==> src/rtl/uart_pkg.sv <==
// Shared UART constants, types and helpers for the TX and RX paths.
package uart_pkg;

  localparam int unsigned CLK_FREQ_DEF  = 100_000_000;
  localparam int unsigned BAUD_RATE_DEF = 9_600;
  localparam int unsigned DIV_DEF       = CLK_FREQ_DEF / BAUD_RATE_DEF;

  localparam int unsigned DATA_W = 8;
  localparam int unsigned NBITS  = 10;

  localparam logic START_BIT = 1'b0;
  localparam logic STOP_BIT  = 1'b1;

  typedef logic [DATA_W-1:0] data_t;
  typedef logic [NBITS-1:0]  frame_t;

  typedef enum logic [1:0] {
    IDLE = 2'd0,
    SEND = 2'd1
  } tx_state_e;

  // Counter width able to hold 0..n-1, never narrower than one bit.
  function automatic int unsigned cnt_width(input int unsigned n);
    return (n > 1) ? $clog2(n) : 1;
  endfunction

endpackage

==> src/rtl/uart_transmitter_if.sv <==
// Byte handoff between the command sequencer and the UART transmitter.
interface uart_transmitter_if;
  import uart_pkg::*;

  logic  tx_valid;
  data_t tx_data;
  logic  tx_ready;

  modport master (output tx_valid, output tx_data, input tx_ready);
  modport slave  (input tx_valid, input tx_data, output tx_ready);

endinterface

==> src/rtl/uart_baud_gen.sv <==
// Bit-period timer: tick pulses for one cycle every DIV cycles after clear drops.
module uart_baud_gen #(
  parameter int unsigned DIV = 16
) (
  input  logic clk,
  input  logic rst,
  input  logic clear,
  output logic tick
);
  import uart_pkg::*;

  localparam int unsigned CNT_W = cnt_width(DIV);

  logic [CNT_W-1:0] cnt_q, cnt_d;
  logic             tick_q, tick_d;

  // Count 0..DIV-1; tick is registered so it is high exactly while the count sits at DIV-1.
  always_comb begin
    cnt_d  = cnt_q;
    tick_d = 1'b0;
    if (clear || (cnt_q == CNT_W'(DIV - 1))) begin
      cnt_d = '0;
    end else begin
      cnt_d = cnt_q + CNT_W'(1);
    end
    tick_d = (cnt_d == CNT_W'(DIV - 1));
  end

  // Counter and tick registers.
  always_ff @(posedge clk or posedge rst) begin
    if (rst) begin
      cnt_q  <= '0;
      tick_q <= 1'b0;
    end else begin
      cnt_q  <= cnt_d;
      tick_q <= tick_d;
    end
  end

  assign tick = tick_q;

endmodule

==> src/rtl/uart_transmitter.sv <==
// 8N1 UART transmitter: start bit, 8 data bits LSB first, stop bit, all outputs registered.
module uart_transmitter
  import uart_pkg::*;
#(
  parameter int unsigned CLK_FREQ  = CLK_FREQ_DEF,
  parameter int unsigned BAUD_RATE = BAUD_RATE_DEF
) (
  input  logic              clk,
  input  logic              rst,
  uart_transmitter_if.slave host,
  output logic              TxD,
  output logic              busy,
  output logic              tx_done
);

  localparam int unsigned DIV   = CLK_FREQ / BAUD_RATE;
  localparam int unsigned BIT_W = cnt_width(NBITS);

  tx_state_e        state_q, state_d;
  frame_t           shreg_q, shreg_d;
  logic [BIT_W-1:0] bit_q, bit_d;
  logic             txd_q, txd_d;
  logic             tx_ready_q, tx_ready_d;
  logic             busy_q, busy_d;
  logic             tx_done_q, tx_done_d;
  logic             baud_clear_c;
  logic             tick;

  // Bit timer is held cleared while idle so the first bit gets a full DIV cycles.
  uart_baud_gen #(
    .DIV (DIV)
  ) u_baud_gen (
    .clk   (clk),
    .rst   (rst),
    .clear (baud_clear_c),
    .tick  (tick)
  );

  // Next-state and next-output logic; TxD is computed one cycle early so the pin is a flop.
  always_comb begin
    state_d      = state_q;
    shreg_d      = shreg_q;
    bit_d        = bit_q;
    txd_d        = txd_q;
    tx_ready_d   = tx_ready_q;
    busy_d       = busy_q;
    tx_done_d    = 1'b0;
    baud_clear_c = 1'b1;

    unique case (state_q)
      IDLE: begin
        txd_d      = 1'b1;
        tx_ready_d = 1'b1;
        busy_d     = 1'b0;
        if (host.tx_valid && tx_ready_q) begin
          shreg_d    = {STOP_BIT, host.tx_data, START_BIT};
          bit_d      = '0;
          state_d    = SEND;
          txd_d      = START_BIT;
          tx_ready_d = 1'b0;
          busy_d     = 1'b1;
        end
      end

      SEND: begin
        baud_clear_c = 1'b0;
        txd_d        = shreg_q[0];
        tx_ready_d   = 1'b0;
        busy_d       = 1'b1;
        if (tick) begin
          if (bit_q == BIT_W'(NBITS - 1)) begin
            // Stop bit has run its full period: frame complete.
            state_d    = IDLE;
            shreg_d    = '1;
            bit_d      = '0;
            txd_d      = 1'b1;
            tx_ready_d = 1'b1;
            busy_d     = 1'b0;
            tx_done_d  = 1'b1;
          end else begin
            shreg_d = {STOP_BIT, shreg_q[NBITS-1:1]};
            bit_d   = bit_q + BIT_W'(1);
            txd_d   = shreg_q[1];
          end
        end
      end

      default: begin
        state_d    = IDLE;
        shreg_d    = '1;
        bit_d      = '0;
        txd_d      = 1'b1;
        tx_ready_d = 1'b1;
        busy_d     = 1'b0;
      end
    endcase
  end

  // State and output registers; reset forces the line high immediately.
  always_ff @(posedge clk or posedge rst) begin
    if (rst) begin
      state_q    <= IDLE;
      shreg_q    <= '1;
      bit_q      <= '0;
      txd_q      <= 1'b1;
      tx_ready_q <= 1'b1;
      busy_q     <= 1'b0;
      tx_done_q  <= 1'b0;
    end else begin
      state_q    <= state_d;
      shreg_q    <= shreg_d;
      bit_q      <= bit_d;
      txd_q      <= txd_d;
      tx_ready_q <= tx_ready_d;
      busy_q     <= busy_d;
      tx_done_q  <= tx_done_d;
    end
  end

  assign host.tx_ready = tx_ready_q;
  assign TxD           = txd_q;
  assign busy          = busy_q;
  assign tx_done       = tx_done_q;

endmodule

==> src/flat_wrapper.sv <==
// flat-port wrapper written by rule: the top's interface ports become plain ports
module uart_transmitter_flat import uart_pkg::*;
#(
  parameter int unsigned CLK_FREQ  = CLK_FREQ_DEF,
  parameter int unsigned BAUD_RATE = BAUD_RATE_DEF
)
  (clk, rst, TxD, busy, tx_done, host_tx_valid, host_tx_data, host_tx_ready);
  uart_transmitter_if host_i ();
  input  logic clk;
  input  logic rst;
  output logic TxD;
  output logic busy;
  output logic tx_done;
  input wire logic [$bits(host_i.tx_valid)-1:0] host_tx_valid;
  input wire logic [$bits(host_i.tx_data)-1:0] host_tx_data;
  output wire logic [$bits(host_i.tx_ready)-1:0] host_tx_ready;
  assign host_i.tx_valid = host_tx_valid;
  assign host_i.tx_data = host_tx_data;
  assign host_tx_ready = host_i.tx_ready;
  uart_transmitter #(.CLK_FREQ(CLK_FREQ), .BAUD_RATE(BAUD_RATE)) u_core (.clk(clk), .rst(rst), .host(host_i), .TxD(TxD), .busy(busy), .tx_done(tx_done));
endmodule
==> config.mk <==
export PLATFORM = sky130hd
export DESIGN_NAME = uart_transmitter_flat
export DESIGN_NICKNAME = d
export VERILOG_FILES = /design/src/rtl/uart_pkg.sv /design/src/rtl/uart_transmitter_if.sv /design/src/rtl/uart_baud_gen.sv /design/src/rtl/uart_transmitter.sv /design/src/flat_wrapper.sv
export SDC_FILE = /design/constraint.sdc
export NUM_CORES = 1
export LEC_CHECK = 0
export BUFFER_PORTS_ARGS = -buffer_cell sky130_fd_sc_hd__buf_2
export CORE_ASPECT_RATIO = 0.8
export CORE_MARGIN = 4
export CORE_UTILIZATION = 50
export CTS_CLUSTER_DIAMETER = 40
export DETAILED_ROUTE_END_ITERATION = 6
export GPL_ROUTABILITY_DRIVEN = 0
export GPL_TIMING_DRIVEN = 0
export PLACE_DENSITY = 0.71
export SYNTH_ARGS = -nofsm -noshare
export SYNTH_HDL_FRONTEND = slang
export SYNTH_SLANG_ARGS = --single-unit
==> constraint.sdc <==
create_clock -name clk -period 2.5 [get_ports clk]
set_input_delay 0.125 -clock clk [delete_from_list [all_inputs] [get_ports clk]]
set_output_delay 0.125 -clock clk [all_outputs]
set_load 0.02 [all_outputs]
==> impl_metrics.toml <==
[run_status]
status = "completed"

[layout]
nFillCells = 285
drive_gt1_frac = 0.2071
area_growth_pct = 14.84
final_common_cell = "nor2_1"
antenna_cells = 0
layout_common_cells = "24 x nor2_1, 22 x dfrtp_1, 16 x nand2_1, 16 x o21ai_0"
fin_nets = 211
final_cell_area_sq_mm = 0.001917

[power]
power_w = 0.001368
seqPwrFrac = 0.527
ir_drop_mv = 0.4268
swShare = 0.2860
power.internal_w = 0.0009769
power_density_mw_per_mm2 = 713.7
p_comb_frac = 0.182
p_leak_nw = 0.8216
p_clk_frac = 0.291
netSwitchingPower_w = 0.0003912

[synth]
netlist_area_sq_mm = 0.001669
yosysTopAreaCellShare = 0.3298
synthTopCellsByArea = "dfrtp_1 33%, dfstp_2 17%, nor2_1 5.4%"
ys.flop_type = "dfrtp_1"
ys.warnings.count = 0
synth-seq-cells = 33
synth_area_leader_cell = "dfrtp_1"
synth.avg_cell_area_sq_um = 9.593
synth.distinct_cells = 40
seq_area_frac_synth = 0.5030
synthCells = 174
synth_nets = 188
synthArstFlopShare = 1.000
synth_edf_count = 0

[setup_path]
regToRegEndpoint = "u_core.u_baud_gen.tick$_DFF_PP0_"
r2r-start = "u_core.u_baud_gen.cnt_q[0]$_DFF_PP0_"
startpoint_type = "flip-flop"
max_stage_delay_ns = 0.64
worstPathCellList = "ha_1, nand4_1, or4_1, nand3_1, o2111a_1"
crit_required_ns = 2.72
crit_path_max_fanout = 8
cp_num_buf_inv = 0
rr_worst_depth = 5
critPathKind = "reg2reg"
cp-end-kind = "flip-flop"
startpoint = "u_core.u_baud_gen.cnt_q[0]$_DFF_PP0_"
endpoint = "u_core.u_baud_gen.tick$_DFF_PP0_"
reg2reg_slack_ns = 0.36
slowest_stage = "or4_1"
worst_path_dominant_cell_family = "simple AND/OR/NAND/NOR gates"
arrival_ns = 2.36
cp.depth = 5

[place]
port_buffers = 14
pre_cts_ws_ns = 0.4181
post_dp_cell_area_sq_mm = 0.001789
hpwlAfterDp_mm = 2.473

[detailed_routing]
final_antenna_net_count = 0
drc = 0
num_vias = 1358
drtIter0Drc = 62
drt_pass1_iterations = 4
via_per_inst = 5.706
wl_mm = 3.315
wl_per_cell_um = 13.93

[die]
die_y_um = 59.68
dieArea_sq_mm = 0.004332
die_w_um = 72.60
rows = 18
start_util = 0.5294
core_area_sq_mm = 0.003153
ios = 15

[sta]
fin_setup_tns_ns = 0
setup_violations = 0
fin_ws_ns = 0.3595
max_freq_mhz = 467.2
tightest_slew_ns = 0.5755
skew_ns = 0.01027
rsz0062_at_grt = "no"
slew_headroom = 0.6149
period_needed_ns = 2.140
hold_viol_final = 0
maxSlewViolCount = 0
finalCritPeriodShare = 0.8562

[clocking]
clk_latency_ns = 0.29
cts_made_buffers = 5
htree_num_levels = 2
cts_resized = 0
clk_path_buf_depth = 2
clk_pin_slew_ns = 0.07
cts_tree = "yes"
clockRootBuffer = "clkbuf_8"
cts_sinks = 33

[global_route]
antenna_found_initial = 0
grt_overflow = 0
grt_pass1_wl_mm = 5.616
grt_max_degree = 34
grt_usage = 0.1730
grt_pass1_vias = 1281

[worst_hold_path]
hold_path.class = "in2reg"
holdPathStages = 3

[run]
max-cap-violations = 0
-- logic make-up (layout without fill, tap and decap cells) --
| group | Yosys count | in the layout | share of synthesized area |
|---|---|---|---|
| buffers and inverters | 11 | 35 | 0.03448 |
| adders and majority gates | 3 | 3 | 0.02249 |
| muxes | 2 | 2 | 0.01199 |
| and+or+nand+nor | 79 | 79 | 0.2444 |
| AOI/OAI and AO/OA | 38 | 38 | 0.1417 |
| xor gates and xnor gates | 8 | 8 | 0.04197 |
| DFF | 33 | 33 | 0.5030 |
-- worst min-delay path by stage --
| stage | from | end |
|---|---|---|
| finish | host_tx_data[7] | u_core.shreg_q[8]$_DFFE_PP1P_ |
| global route | host_tx_data[7] | u_core.shreg_q[8]$_DFFE_PP1P_ |
| CTS | host_tx_data[7] | u_core.shreg_q[8]$_DFFE_PP1P_ |
| detailed placement | host_tx_data[7] | u_core.shreg_q[8]$_DFFE_PP1P_ |
| global placement | host_tx_data[7] | u_core.shreg_q[8]$_DFFE_PP1P_ |
| floorplan | rst | u_core.bit_q[0]$_DFFE_PP0P_ |
-- sequential cells by signal, indices dropped and copies added, names as in the netlist --
name / count
u_core.TxD: 1
u_core.bit_q: 4
u_core.busy: 1
u_core.host.tx_ready: 1
u_core.shreg_q: 9
u_core.state_q: 1
u_core.tx_done: 1
u_core.u_baud_gen.cnt_q: 14
u_core.u_baud_gen.tick: 1
-- layout make-up --
class                   count  area (sq um)  area share
flip-flops and latches     33         839.6      0.4380
clock buffers               8         90.09     0.04700
well taps                  40         50.05     0.02611
inverters                   6         22.52     0.01175
multi-input cells         130         772.0      0.4027
repair buffers             16         107.6     0.05614
plain buffers               5         35.03     0.01828
-- power groups by stage --
| stage | Combinational, W | Sequential, W | Clock (W) |
|---|---|---|---|
| finish | 0.000249 | 0.000722 | 0.000398 |
| global route | 0.000287 | 0.000734 | 0.000440 |
| CTS | 0.000245 | 0.000720 | 0.000414 |
| detailed placement | 0.000243 | 0.000728 | 0 |
| global placement | 0.000235 | 0.000725 | 0 |
| floorplan | 0.000186 | 0.000714 | 0 |
-- what timing repair did --
| action | CTS | global route |
|---|---|---|
| hold endpoints to repair | 0 | 8 |
| hold buffers | 0 | 1 |
| setup buffers | 0 | 0 |
-- worst reg2reg max path: cells and delay by family, from the launching register on --
family	cells	cell delay (ns)
AND/OR/NAND/NOR	3	1.11
flip-flops	1	0.47
adder cells (fa/ha/maj)	1	0.32
AO/OA/AOI/OAI	1	0.19
-- synthesized netlist by cell type (3+ instances only) --
cell type,n
dfrtp_1,22
or3_1,3
xor2_1,4
nor2_1,24
nor3_1,3
a21oi_1,14
nand2_1,16
dfstp_2,11
nand4_1,4
ha_1,3
inv_1,6
o21ai_0,16
nand3_1,9
xnor2_1,4
-- layer usage --
metal  wire length [um]  global-route usage  vias to the layer above
met5                  0                   0                        -
met3                172             0.04538                        8
met2               1519              0.2725                       35
li1                   -                   -                      661
met1               1549              0.2150                      654
met4                 74              0.1026                        0
-- stage by stage --
step | utilization | hold WS (ns) | cells
5_1_grt | 0.6079 | 0.07034 | 238
4_1_cts | 0.5960 | 0.06807 | 236
3_3_place_gp | 0.5675 | 0.3541 | 228
2_1_floorplan | - | 0.2458 | 174
6_report | 0.6079 | 0.07210 | 238
3_5_place_dp | 0.5675 | 0.3710 | 228
Note: power is estimated with default switching activity, not from simulation.
